===== src/rtl/elastic_pipe_chain.sv =====
// elastic_pipe_chain: DEPTH-stage valid/ready register chain with bubble collapse, sync flush, async reset
// Ports: clk, rst_n (async active-low), flush (sync clear), in_valid/in_ready/in_data (upstream),
//        out_valid/out_ready/out_data (downstream), level (occupied stages, only with PIPE_LEVEL_EN defined)
module elastic_pipe_chain #(
  parameter int WIDTH = 8,
  parameter int DEPTH = 2
) (
  input  logic             clk,
  input  logic             rst_n,
  input  logic             flush,
  input  logic             in_valid,
  output logic             in_ready,
  input  logic [WIDTH-1:0] in_data,
  output logic             out_valid,
  input  logic             out_ready,
  output logic [WIDTH-1:0] out_data
`ifdef PIPE_LEVEL_EN
  ,
  output logic [$clog2(DEPTH+1)-1:0] level
`endif
);
  logic [DEPTH-1:0] v;
  logic [WIDTH-1:0] d [DEPTH];
  logic [DEPTH-1:0] rdy;
  logic in_fire, out_fire;
  // a stage may advance if any stage from it to the output end is empty, or the sink takes data
  for (genvar i = 0; i < DEPTH; i++) begin : g_rdy
    assign rdy[i] = out_ready | ~(&v[DEPTH-1:i]);
  end
  assign in_ready  = rdy[0] & ~flush;
  assign out_valid = v[DEPTH-1] & ~flush;
  assign out_data  = d[DEPTH-1];
  assign in_fire   = in_valid & in_ready;
  assign out_fire  = out_valid & out_ready;
  always_ff @(posedge clk or negedge rst_n)
    if (!rst_n) begin
      v <= '0;
      for (int i = 0; i < DEPTH; i++) d[i] <= '0;
    end else if (flush) v <= '0;
    else begin
      if (rdy[0]) begin
        v[0] <= in_fire;
        if (in_fire) d[0] <= in_data;
      end
      for (int i = 1; i < DEPTH; i++)
        if (rdy[i]) begin
          v[i] <= v[i-1];
          if (v[i-1]) d[i] <= d[i-1];
        end
    end
`ifdef PIPE_LEVEL_EN
  always_ff @(posedge clk or negedge rst_n)
    if (!rst_n) level <= '0;
    else if (flush) level <= '0;
    else if (in_fire && !out_fire) level <= level + 1'b1;
    else if (out_fire && !in_fire) level <= level - 1'b1;
`endif
endmodule


===== config.mk =====
export PLATFORM = sky130hd
export DESIGN_NAME = elastic_pipe_chain
export DESIGN_NICKNAME = d
export VERILOG_FILES = /design/src/rtl/elastic_pipe_chain.sv
export SDC_FILE = /design/constraint.sdc
export NUM_CORES = 1
export LEC_CHECK = 0
export CAP_MARGIN = 20
export CELL_PAD_IN_SITES_DETAIL_PLACEMENT = 1
export CELL_PAD_IN_SITES_GLOBAL_PLACEMENT = 2
export CORE_MARGIN = 8
export CORE_UTILIZATION = 32
export DETAILED_ROUTE_END_ITERATION = 12
export PLACE_DENSITY_LB_ADDON = 0.1
export SYNTH_ARGS = -nofsm -noshare
export SYNTH_HDL_FRONTEND = slang
export SYNTH_SLANG_ARGS = --single-unit
export TNS_END_PERCENT = 10

===== constraint.sdc =====
create_clock -name clk -period 2.5 [get_ports clk]
set_input_delay 0.25 -clock clk [delete_from_list [all_inputs] [get_ports clk]]
set_output_delay 0.25 -clock clk [all_outputs]
set_load 0.1 [all_outputs]

==> qor.csv <==
stage;metric;value;unit
sta;final_max_slew_viol_count;0;
power;p_comb_frac;0.463;
sta;whs;0.408;ns
worst_setup_path;crit_type;in -> reg;
sta;max_freq;0.589;GHz
sta;post-route-period-util;0.679;
sta;min_period;1.70;ns
worst_setup_path;cp-start-kind;primary input;
synth;synth_seq_cells;18;
synth;syn_avg_cell_area;14.5;sq um
drt;ant_nets;0;
floorplanning;rows;18;
synth;synth_top_area_share;0.566;
placement;port-buffer-count;22;
floorplanning;initial_utilization;0.330;
synth;synth_cells;55;
sta;skew;0.00688;ns
synth;syn_nets;68;
sta;final.setup.worst_slack;0.803;ns
worst_setup_path;cp.required;2.68;ns
clocking;cts.repair.resized;0;
floorplanning;ioPinCount;23;
drt;vias;441;
synth;yosysWarnings;0;
finish;layout_common_cells;dfrtp_1 (18), clkdlybuf4s50_1 (12), buf_4 (10);
sta;finalHoldViolCount;0;
min_path;hold_path.class;in -> async;
power;p_leak;0.000471;uW
finish;layout_commonest_cell;dfrtp_1;
worst_setup_path;critPathSlowestCell;or3b_1;
synth;netlist_area;796;sq um
finish;area_growth_syn_to_layout;24.4;%
sta;setup_viol;0;
drt;drc_errors;0;
placement;gp_congestion;0.642;
synth;yosysSeqAreaShare;0.566;
floorplanning;die_x;65.9;um
finish;fill_cells;257;
drt;postRouteWirelength;1460;um
clocking;insertion_delay;0.29;ns
synth;synthDistinctLibCells;13;
clocking;cts_hold_buf;0;
worst_setup_path;critPathArrivalTime;1.87;ns
power;power.density;1060;nW/um^2
sta;tightest_slew;0.789;ns
grt;track_usage;0.0765;
floorplanning;die_h;65.9;um
drt;viasPerCell;4.37;
finish;diodes;0;
grt;grt_max_degree;19;
sta;slew_headroom;0.473;
drt;drt_iter0_drc;1;
clocking;h-tree-depth;1;
synth;synth_area_leaders;dfrtp_1 (57%), mux2_4 (15%), mux2_2 (11%);
clocking;cts_buffers;3;
power;switchingPower;477;uW
job;cap_violations;0;
worst_setup_path;path_cells;clkdlybuf4s50_1 -> and3b_1 -> or3b_1 -> mux2_4;
drt;avgRoutedWirePerCell;14.4;um
finish;fin_nets;85;
grt;grt_pass1_vias;526;
power;clockPowerShare;0.172;
worst_setup_path;end_kind;flip-flop;
finish;post-route-util;0.411;
clocking;clkSlewWorstSetupHoldPaths;0.11;ns
status;status;completed;
floorplanning;core_area;2410;sq um
power;ir_worst_vdd;0.000621;V
clocking;clockBufferDepth;2;
sta;final.setup.tns;0;ns
floorplanning;dieArea;4340;sq um
power;sequentialPowerShare;0.366;
power;switching_share;0.457;
power;p_int;568;uW
finish;drive_above_1_share;0.423;
grt;antenna_found_initial;0;
drt;first_pass_iters;2;
worst_setup_path;cp_max_fo;8;
synth;yosysTopAreaCell;dfrtp_1;
grt;grt_remaining_overflow;0;
grt;grt_pass1_wl;2620;um
sta;rsz0062_at_grt;false;
clocking;cts_tree;yes;
worst_setup_path;cp_slowest_stage_delay;0.58;ns
clocking;clock_sinks;18;
clocking;cts_setup_buffers;0;
placement;hpwl;1130;um
placement;dp_slack;0.486;ns
clocking;cts_root_buf;clkbuf_4;
## path summary, 6_finish.rpt
kind,startpoint,endpoint,slack [ns],cells past startpoint
worst max-delay path,out_ready,d[10],0.80,4
max in group asynchronous,rst_n,d[10],1.60,1
worst min-delay path,rst_n,out_data[1],0.41,1
worst min register to register,d[15],d[15],0.52,1
worst max register to register,v[1],d[10],0.83,3
min in group clk,d[15],d[15],0.52,1
## layout make-up
type / count / area, sq um / area share
Inverter: 2 / 7.51 / 0.00759
Sequential cell: 18 / 450 / 0.455
Timing Repair Buffer: 22 / 195 / 0.197
Clock buffer: 4 / 36.3 / 0.0367
Multi-Input combinational cell: 25 / 263 / 0.265
Tap cell: 30 / 37.5 / 0.0379
## through the flow
step	power (uW)	instances	area (sq um)
finish	1050	101	990
global route	1090	101	990
CTS	1060	101	990
detailed placement	879	97	953
global placement	872	97	953
floorplan	825	55	796
## flip-flops by register name, indices dropped and copies added, names as in the netlist
signal    count
d             8
out_data      8
v             2
## cell families after synthesis
family          after synthesis  share of synthesized area
flops                        18                      0.566
compound gates                2                     0.0173
simple gates                  7                     0.0487
buf+inv                      12                      0.104
mux                          16                      0.264
## Yosys cell counts
cell / instances
or3b_1: 1
a21oi_1: 1
mux2_2: 8
and3b_1: 1
buf_6: 1
a211o_1: 1
inv_1: 2
nor2_1: 4
mux2_4: 8
dfrtp_1: 18
clkbuf_1: 1
buf_4: 8
nor2b_1: 1
## worst max-delay path: cells and delay by family
| kind | cells | cell delay [ns] |
|---|---|---|
| and+or+nand+nor | 2 | 0.78 |
| buffers and inverters | 1 | 0.47 |
| muxes | 1 | 0.37 |
## power by group through the flow
stage	registers (uW)	logic [uW]	clock network, uW
2_1_floorplan	378	446	0
3_3_place_gp	388	485	0
3_5_place_dp	390	488	0
4_1_cts	384	489	184
5_1_grt	393	502	199
6_report	382	484	179
## per-layer routing
layer | part of all wire | track usage | wire length, um
met2 | 0.51 | 0.124 | 747
met4 | 0 | 0.0163 | 0
met3 | 0.095 | 0.0441 | 138
met5 | 0 | 0 | 0
met1 | 0.39 | 0.0847 | 569
Note: power is estimated with default switching activity, not from simulation.
